$ cat src/rtl/reg_file_mp_if.sv
// Bus bundle for reg_file_mp: two write lanes, NUM_RD packed read ports,
// clear request and the status outputs. The master drives the request side;
// the slave (the register file) drives read data and status.
interface reg_file_mp_if #(
  parameter int DATA_W = 32,
  parameter int DEPTH  = 32,
  parameter int NUM_RD = 2
);
  localparam int AW = $clog2(DEPTH);

  logic                     we0;
  logic [AW-1:0]            waddr0;
  logic [DATA_W-1:0]        wdata0;
  logic                     we1;
  logic [AW-1:0]            waddr1;
  logic [DATA_W-1:0]        wdata1;
  logic [NUM_RD*AW-1:0]     raddr;
  logic [NUM_RD*DATA_W-1:0] rdata;
  logic [NUM_RD-1:0]        rvld;
  logic                     clr_req;
  logic                     clr_busy;
  logic                     wr_drop;

  modport master (
    output we0, waddr0, wdata0, we1, waddr1, wdata1, raddr, clr_req,
    input  rdata, rvld, clr_busy, wr_drop
  );

  modport slave (
    input  we0, waddr0, wdata0, we1, waddr1, wdata1, raddr, clr_req,
    output rdata, rvld, clr_busy, wr_drop
  );
endinterface

$ cat src/rtl/reg_file_mp.sv
// Multi-port register file: NUM_RD registered read ports with write-first
// forwarding, two write lanes (lane 1 wins on address collision), a valid bit
// per entry and a background clear sweep that zeroes one entry per cycle.
// Writes arriving while the sweep runs are discarded and flagged on wr_drop.
// Optional macro ZERO_REG_EN hardwires entry 0 to zero (reads 0 with valid=1,
// writes to it are ignored without a drop flag, never forwarded).
module reg_file_mp #(
  parameter int DATA_W = 32,
  parameter int DEPTH  = 32,
  parameter int NUM_RD = 2
) (
  input logic           clk,
  input logic           rst,
  reg_file_mp_if.slave  bus
);
  localparam int AW = $clog2(DEPTH);

  typedef enum logic {
    IDLE  = 1'b0,
    SWEEP = 1'b1
  } state_t;

  state_t                   r_state;
  state_t                   w_stateNext;
  logic [AW-1:0]            r_idx;
  logic [AW-1:0]            w_idxNext;
  logic                     w_busy;

  logic [DATA_W-1:0]        r_mem [DEPTH];
  logic [DEPTH-1:0]         r_valid;
  logic [NUM_RD*DATA_W-1:0] r_rdata;
  logic [NUM_RD-1:0]        r_rvld;
  logic                     r_wrDrop;

  logic                     w_live0;
  logic                     w_live1;
  logic                     w_acc0;
  logic                     w_acc1;

  // A write is "live" if it targets a writable entry; with the zero register
  // enabled, address 0 writes vanish entirely and never count as a drop.
`ifdef ZERO_REG_EN
  assign w_live0 = bus.we0 && (bus.waddr0 != '0);
  assign w_live1 = bus.we1 && (bus.waddr1 != '0);
`else
  assign w_live0 = bus.we0;
  assign w_live1 = bus.we1;
`endif
  assign w_acc0 = w_live0 && !w_busy;
  assign w_acc1 = w_live1 && !w_busy;

  // Clear FSM state and sweep index register.
  always_ff @(posedge clk) begin
    if (rst) begin
      r_state <= IDLE;
      r_idx   <= '0;
    end else begin
      r_state <= w_stateNext;
      r_idx   <= w_idxNext;
    end
  end

  // Clear FSM next state; the index only advances while sweeping and returns
  // to 0 on the exit from the last entry, so it never aliases past DEPTH-1.
  always_comb begin
    w_stateNext = r_state;
    w_idxNext   = r_idx;
    w_busy      = 1'b0;
    case (r_state)
      IDLE: begin
        if (bus.clr_req) begin
          w_stateNext = SWEEP;
          w_idxNext   = '0;
        end
      end
      SWEEP: begin
        w_busy = 1'b1;
        if (r_idx == AW'(DEPTH - 1)) begin
          w_stateNext = IDLE;
          w_idxNext   = '0;
        end else begin
          w_idxNext = r_idx + AW'(1);
        end
      end
      default: begin
        w_stateNext = IDLE;
        w_idxNext   = '0;
      end
    endcase
  end

  // Array update: sweep clears one entry, accepted writes store data with
  // lane 1 placed last so it wins a same-address collision.
  always_ff @(posedge clk) begin
    if (rst) begin
      for (int i = 0; i < DEPTH; i++) begin
        r_mem[i] <= '0;
      end
      r_valid <= '0;
    end else begin
      if (w_busy) begin
        r_mem[r_idx]   <= '0;
        r_valid[r_idx] <= 1'b0;
      end
      if (w_acc0) begin
        r_mem[bus.waddr0]   <= bus.wdata0;
        r_valid[bus.waddr0] <= 1'b1;
      end
      if (w_acc1) begin
        r_mem[bus.waddr1]   <= bus.wdata1;
        r_valid[bus.waddr1] <= 1'b1;
      end
    end
  end

  function automatic logic [DATA_W-1:0] readData(input logic [AW-1:0] a);
`ifdef ZERO_REG_EN
    if (a == '0) return '0;
`endif
    if (w_acc1 && (bus.waddr1 == a)) return bus.wdata1;
    if (w_acc0 && (bus.waddr0 == a)) return bus.wdata0;
    return r_mem[a];
  endfunction

  function automatic logic readValid(input logic [AW-1:0] a);
`ifdef ZERO_REG_EN
    if (a == '0) return 1'b1;
`endif
    if (w_acc1 && (bus.waddr1 == a)) return 1'b1;
    if (w_acc0 && (bus.waddr0 == a)) return 1'b1;
    return r_valid[a];
  endfunction

  // Registered read ports with write-first forwarding, plus the drop flag.
  always_ff @(posedge clk) begin
    if (rst) begin
      r_rdata  <= '0;
      r_rvld   <= '0;
      r_wrDrop <= 1'b0;
    end else begin
      for (int k = 0; k < NUM_RD; k++) begin
        r_rdata[k*DATA_W +: DATA_W] <= readData(bus.raddr[k*AW +: AW]);
        r_rvld[k]                   <= readValid(bus.raddr[k*AW +: AW]);
      end
      r_wrDrop <= w_busy && (w_live0 || w_live1);
    end
  end

  assign bus.rdata    = r_rdata;
  assign bus.rvld     = r_rvld;
  assign bus.wr_drop  = r_wrDrop;
  assign bus.clr_busy = w_busy;
endmodule

$ cat src/flat_wrapper.sv
// flat-port wrapper written by rule: the top's interface ports become plain ports
module reg_file_mp_flat 
#(
  parameter int DATA_W = 32,
  parameter int DEPTH  = 32,
  parameter int NUM_RD = 2
)
  (clk, rst, bus_we0, bus_waddr0, bus_wdata0, bus_we1, bus_waddr1, bus_wdata1, bus_raddr, bus_clr_req, bus_rdata, bus_rvld, bus_clr_busy, bus_wr_drop);
  reg_file_mp_if #(.DATA_W(DATA_W), .DEPTH(DEPTH), .NUM_RD(NUM_RD)) bus_i ();
  input logic clk;
  input logic rst;
  input wire logic [$bits(bus_i.we0)-1:0] bus_we0;
  input wire logic [$bits(bus_i.waddr0)-1:0] bus_waddr0;
  input wire logic [$bits(bus_i.wdata0)-1:0] bus_wdata0;
  input wire logic [$bits(bus_i.we1)-1:0] bus_we1;
  input wire logic [$bits(bus_i.waddr1)-1:0] bus_waddr1;
  input wire logic [$bits(bus_i.wdata1)-1:0] bus_wdata1;
  input wire logic [$bits(bus_i.raddr)-1:0] bus_raddr;
  input wire logic [$bits(bus_i.clr_req)-1:0] bus_clr_req;
  output wire logic [$bits(bus_i.rdata)-1:0] bus_rdata;
  output wire logic [$bits(bus_i.rvld)-1:0] bus_rvld;
  output wire logic [$bits(bus_i.clr_busy)-1:0] bus_clr_busy;
  output wire logic [$bits(bus_i.wr_drop)-1:0] bus_wr_drop;
  assign bus_i.we0 = bus_we0;
  assign bus_i.waddr0 = bus_waddr0;
  assign bus_i.wdata0 = bus_wdata0;
  assign bus_i.we1 = bus_we1;
  assign bus_i.waddr1 = bus_waddr1;
  assign bus_i.wdata1 = bus_wdata1;
  assign bus_i.raddr = bus_raddr;
  assign bus_i.clr_req = bus_clr_req;
  assign bus_rdata = bus_i.rdata;
  assign bus_rvld = bus_i.rvld;
  assign bus_clr_busy = bus_i.clr_busy;
  assign bus_wr_drop = bus_i.wr_drop;
  reg_file_mp #(.DATA_W(DATA_W), .DEPTH(DEPTH), .NUM_RD(NUM_RD)) u_core (.clk(clk), .rst(rst), .bus(bus_i));
endmodule
$ cat config.mk
export PLATFORM = sky130hd
export DESIGN_NAME = reg_file_mp_flat
export DESIGN_NICKNAME = d
export VERILOG_FILES = /design/src/rtl/reg_file_mp_if.sv /design/src/rtl/reg_file_mp.sv /design/src/flat_wrapper.sv
export SDC_FILE = /design/constraint.sdc
export NUM_CORES = 2
export LEC_CHECK = 0
export BUFFER_PORTS_ARGS = -buffer_cell sky130_fd_sc_hd__clkbuf_2
export CAP_MARGIN = 20
export CORE_ASPECT_RATIO = 0.6
export CORE_MARGIN = 5
export CORE_UTILIZATION = 60
export CTS_CLUSTER_SIZE = 12
export DETAILED_ROUTE_END_ITERATION = 8
export PLACE_DENSITY_LB_ADDON = 0.12
export SYNTH_ARGS = -nofsm -noshare
export SYNTH_HDL_FRONTEND = slang
export SYNTH_SLANG_ARGS = --single-unit
$ cat constraint.sdc
create_clock -name clk -period 8.07 [get_ports clk]
set_clock_uncertainty 0.05 [all_clocks]
set_input_delay 2.421 -clock clk [delete_from_list [all_inputs] [get_ports clk]]
set_output_delay 2.421 -clock clk [all_outputs]
set_load 0.01 [all_outputs]
==> results.rst <==
.. list-table::
   :header-rows: 1

   * - Metric
     - Value
   * - Result of the run
     - complete, no violations
   * - Total core area
     - 107600 sq um
   * - Clock root buffer
     - sky130_fd_sc_hd__clkbuf_16
   * - Count of mapped cells out of synthesis
     - 4610
   * - Area of the multi-input gates
     - 29450 sq um
   * - Startpoint kind of the worst setup timing path
     - input pin
   * - Data arrival time of the critical path
     - 6.35 ns
   * - DRC violation total after the first TritonRoute iteration
     - 10380
   * - Pleak
     - 24.76 nW
   * - Mapped Avg Cell Area
     - 14.17 sq um
   * - Final Cycle Share
     - 72.42%
   * - Initial antenna violation count
     - 18
   * - Met2 WL
     - 106500 um
   * - Global placement routability congestion
     - 1.002
   * - Flip-flop cell with the highest count after synthesis
     - sky130_fd_sc_hd__edfxtp_1
   * - Synth Register Bits
     - 1129
   * - Worst path setup slack after routing
     - 2.225 ns
   * - Layout Nets
     - 4486
   * - TritonCTS Buffers
     - 110
   * - Portion of the post-synthesis area used by sequential elements
     - 50.29%
   * - Critical path endpoint category
     - flop
   * - Worst VDD drop
     - 174.6 uV
   * - Floorplan row count
     - 93
   * - Count of final hold-check violations
     - 0
   * - Initial cell density of the core
     - 60.68%
   * - Number of standard cells in the layout, taps in and fillers out
     - 5911
   * - Portion of synthesized cell area occupied by the leading cell type
     - 47.08%
   * - Total area of sequential cells
     - 32850 sq um
   * - Vias in the first global route
     - 47760
   * - Total DRC errors in the routed layout
     - 0
   * - Max layer used
     - met5
   * - WL met1
     - 94480 um
   * - Number of setup buffers added after CTS
     - 0
   * - Detail Route Antenna Nets
     - 0
   * - Count of vias placed by the detailed router
     - 51610
   * - Via density per instance
     - 8.731
   * - Wirelength, routed
     - 280200 um
   * - GRT Util Overall
     - 47.34%
   * - Slew Limit Fails
     - 0
   * - CTS clk-pin slew, worst paths
     - 0.06 ns
   * - Worst setup path class
     - in2reg
   * - Count of hold-fix buffers inserted at cts
     - 0
   * - Highest clock frequency the design can meet
     - 0.1711 GHz
   * - Min cycle time layout
     - 5.845 ns
   * - Worst-skew pair later-pin latency
     - 0.75 ns
   * - Routed wl met3
     - 57650 um
   * - Port Buffers
     - 156
   * - Count of flip-flops with a built-in enable after synthesis
     - 1024
   * - Class of the most critical hold timing path
     - reg2reg
   * - Fill cells
     - 7616
   * - Total of endpoints with negative setup slack in the final report
     - 0
   * - Global-route congestion overflow total
     - 0
   * - Number of instances resized during post-cts repair
     - 0
   * - Signed area change from the synthesized netlist to the final layout
     - 7.563%
   * - Fraction of layout instances using a drive strength above 1
     - 25.65%
   * - Slew margin rel.
     - 16.58%
   * - Netlist Area Pre-Place
     - 65320 sq um
   * - Die ar.
     - 115800 sq um
   * - I/O Pins
     - 157
   * - First-pass GRT wire length
     - 383800 um
   * - Number of placed cells counting well taps
     - 5700
   * - CTS HTree Levels
     - 3
   * - Cell type with the largest total area after synthesis
     - sky130_fd_sc_hd__edfxtp_1
   * - Netlist cell types
     - 72
   * - Width of the die
     - 436.0 um
   * - Number of warnings issued by yosys
     - 0
   * - Critical Path Fanout Max
     - 13
   * - Power density cells
     - 194.1 nW/um^2
   * - Average wire per standard cell
     - 47.41 um
   * - Max Buffers Root-to-Sink
     - 3
   * - Cells taking the most area after synthesis
     - sky130_fd_sc_hd__edfxtp_1, sky130_fd_sc_hd__mux4_2, sky130_fd_sc_hd__a22o_1, sky130_fd_sc_hd__mux2i_1, sky130_fd_sc_hd__dfxtp_1
   * - Setup repair after global routing missed its margin
     - no
   * - Number of clock sinks
     - 1129
   * - Async set-reset flop share out of synthesis
     - 0%
   * - Die Span Y
     - 265.6 um
   * - Aggregate negative setup slack
     - 0 ns
   * - Clock tree from TritonCTS
     - done
   * - Required time worst endpoint
     - 8.58 ns
   * - Maximum number of pins on one net before global-route repair
     - 101
   * - Synthesized netlist net count
     - 4704
   * - Max-capacitance violation count
     - 0
   * - Number of detailed-route iterations in the first pass
     - 8
   * - Worst setup timing slack at the placement stage
     - 1.788 ns
   * - Slew at the pin closest to its max-slew limit
     - 1.247 ns
   * - Detailed Place HPWL
     - 171200 um
==> where the power goes <==
part           internal (W)  switching (W)  total (W)
Sequential          0.00662       0.000151    0.00677
Clock               0.00264        0.00236    0.00499
Combinational      0.000635        0.00124    0.00188
Total               0.00989        0.00375     0.0136
==> final timing paths <==
kind / endpoint / slack (ns) / cells after the start / startpoint
min reg2reg: u_core.bus.wr_drop / 0.54 / 2 / u_core.r_state
min: u_core.bus.wr_drop / 0.54 / 2 / u_core.r_state
max reg2reg: u_core.r_mem[8][8] / 3.64 / 7 / u_core.r_state
max: u_core.bus.rdata[43] / 2.23 / 9 / bus_raddr[8]
==> cell type report <==
class / instances / share of cell area, %
Inverter: 10 / 0.05521
Sequential cell: 1129 / 46.76
Clock inverter: 18 / 0.1710
Clock buffer: 169 / 4.436
Timing Repair Buffer: 377 / 4.050
Tap cell: 1425 / 2.538
Antenna cell: 19 / 0.06767
Multi-Input combinational cell: 2764 / 41.92
==> cells in the final DEF (no fill, tap or decap), types with 33 or more instances in the layout <==
cell type and count:
sky130_fd_sc_hd__o22ai_1 35, sky130_fd_sc_hd__nor2_1 86, sky130_fd_sc_hd__mux4_2 481, sky130_fd_sc_hd__clkbuf_1 47
sky130_fd_sc_hd__clkbuf_16 112, sky130_fd_sc_hd__a31oi_1 48, sky130_fd_sc_hd__nor2_4 34, sky130_fd_sc_hd__a22o_1 1026
sky130_fd_sc_hd__clkbuf_2 149, sky130_fd_sc_hd__nand2_1 104, sky130_fd_sc_hd__dfxtp_1 105, sky130_fd_sc_hd__nor3_4 33
sky130_fd_sc_hd__a22oi_1 168, sky130_fd_sc_hd__mux2i_1 258, sky130_fd_sc_hd__edfxtp_1 1024, sky130_fd_sc_hd__a21oi_1 73
sky130_fd_sc_hd__nand2b_1 56, sky130_fd_sc_hd__buf_4 196, sky130_fd_sc_hd__nand3_1 64
==> through the flow <==
stage | total power (W) | util, % | area [sq um] | hold slack, ns
global placement | 0.008610 | 61.92 | 66650 | 0.4960
CTS | 0.01346 | 65.13 | 70100 | 0.5311
detailed placement | 0.008641 | 62.12 | 66860 | 0.5113
floorplan | 0.007930 | - | 65320 | 0.4713
global route | 0.01382 | 65.25 | 70230 | 0.5637
finish | 0.01364 | 65.27 | 70260 | 0.5405
==> cell usage after synthesis (35+ instances only) <==
master                        n
sky130_fd_sc_hd__buf_2      216
sky130_fd_sc_hd__buf_4       85
sky130_fd_sc_hd__edfxtp_1  1024
sky130_fd_sc_hd__nand2b_1    56
sky130_fd_sc_hd__o21ai_0     50
sky130_fd_sc_hd__nand2_1    106
sky130_fd_sc_hd__buf_6       54
sky130_fd_sc_hd__a21oi_1     73
sky130_fd_sc_hd__and2_1      37
sky130_fd_sc_hd__clkbuf_1   310
sky130_fd_sc_hd__a31oi_1     48
sky130_fd_sc_hd__o22ai_1     35
sky130_fd_sc_hd__dfxtp_1    105
sky130_fd_sc_hd__nor2_1     113
sky130_fd_sc_hd__a22oi_1    168
sky130_fd_sc_hd__a22o_1    1026
sky130_fd_sc_hd__nand3_1     64
sky130_fd_sc_hd__mux2i_1    258
sky130_fd_sc_hd__mux4_2     481
sky130_fd_sc_hd__buf_1       41
==> state kept, by name (all words and copies together), names as in the netlist <==
| register | count |
|---|---|
| u_core.bus.rdata | 64 |
| u_core.bus.rvld | 2 |
| u_core.bus.wr_drop | 1 |
| u_core.r_idx | 5 |
| u_core.r_mem | 1024 |
| u_core.r_state | 1 |
| u_core.r_valid | 32 |
==> kinds of logic (layout without fill, tap and decap cells) <==
| family | count (synthesis) | in the layout | share of synthesized area, % |
|---|---|---|---|
| muxes | 743 | 743 | 20.62 |
| buffers and inverters | 717 | 574 | 5.649 |
| and+or+nand+nor | 492 | 492 | 4.427 |
| other | 0 | 19 | 0 |
| adders and majority gates | 5 | 5 | 0.09578 |
| xor gates and xnor gates | 18 | 18 | 0.2414 |
| DFF | 1129 | 1129 | 50.30 |
| AOI/OAI and AO/OA | 1506 | 1506 | 18.67 |
==> critical path, cell delays in order <==
cell	delay, ns
sky130_fd_sc_hd__clkbuf_2	0.49
sky130_fd_sc_hd__buf_4	0.46
sky130_fd_sc_hd__xnor2_1	0.16
sky130_fd_sc_hd__nand4_1	0.12
sky130_fd_sc_hd__nor3_1	0.78
sky130_fd_sc_hd__nor2b_4	0.64
sky130_fd_sc_hd__buf_4	0.42
sky130_fd_sc_hd__a22oi_1	0.11
sky130_fd_sc_hd__o21ai_0	0.70
==> layer usage <==
metal / up-vias / track usage, %
met3: 1082 / 26.29
met5: - / 3.185
met4: 24 / 28.73
li1: 18680 / -
met1: 25470 / 62.91
met2: 6355 / 59.70
(Power assumes the default switching activity.)
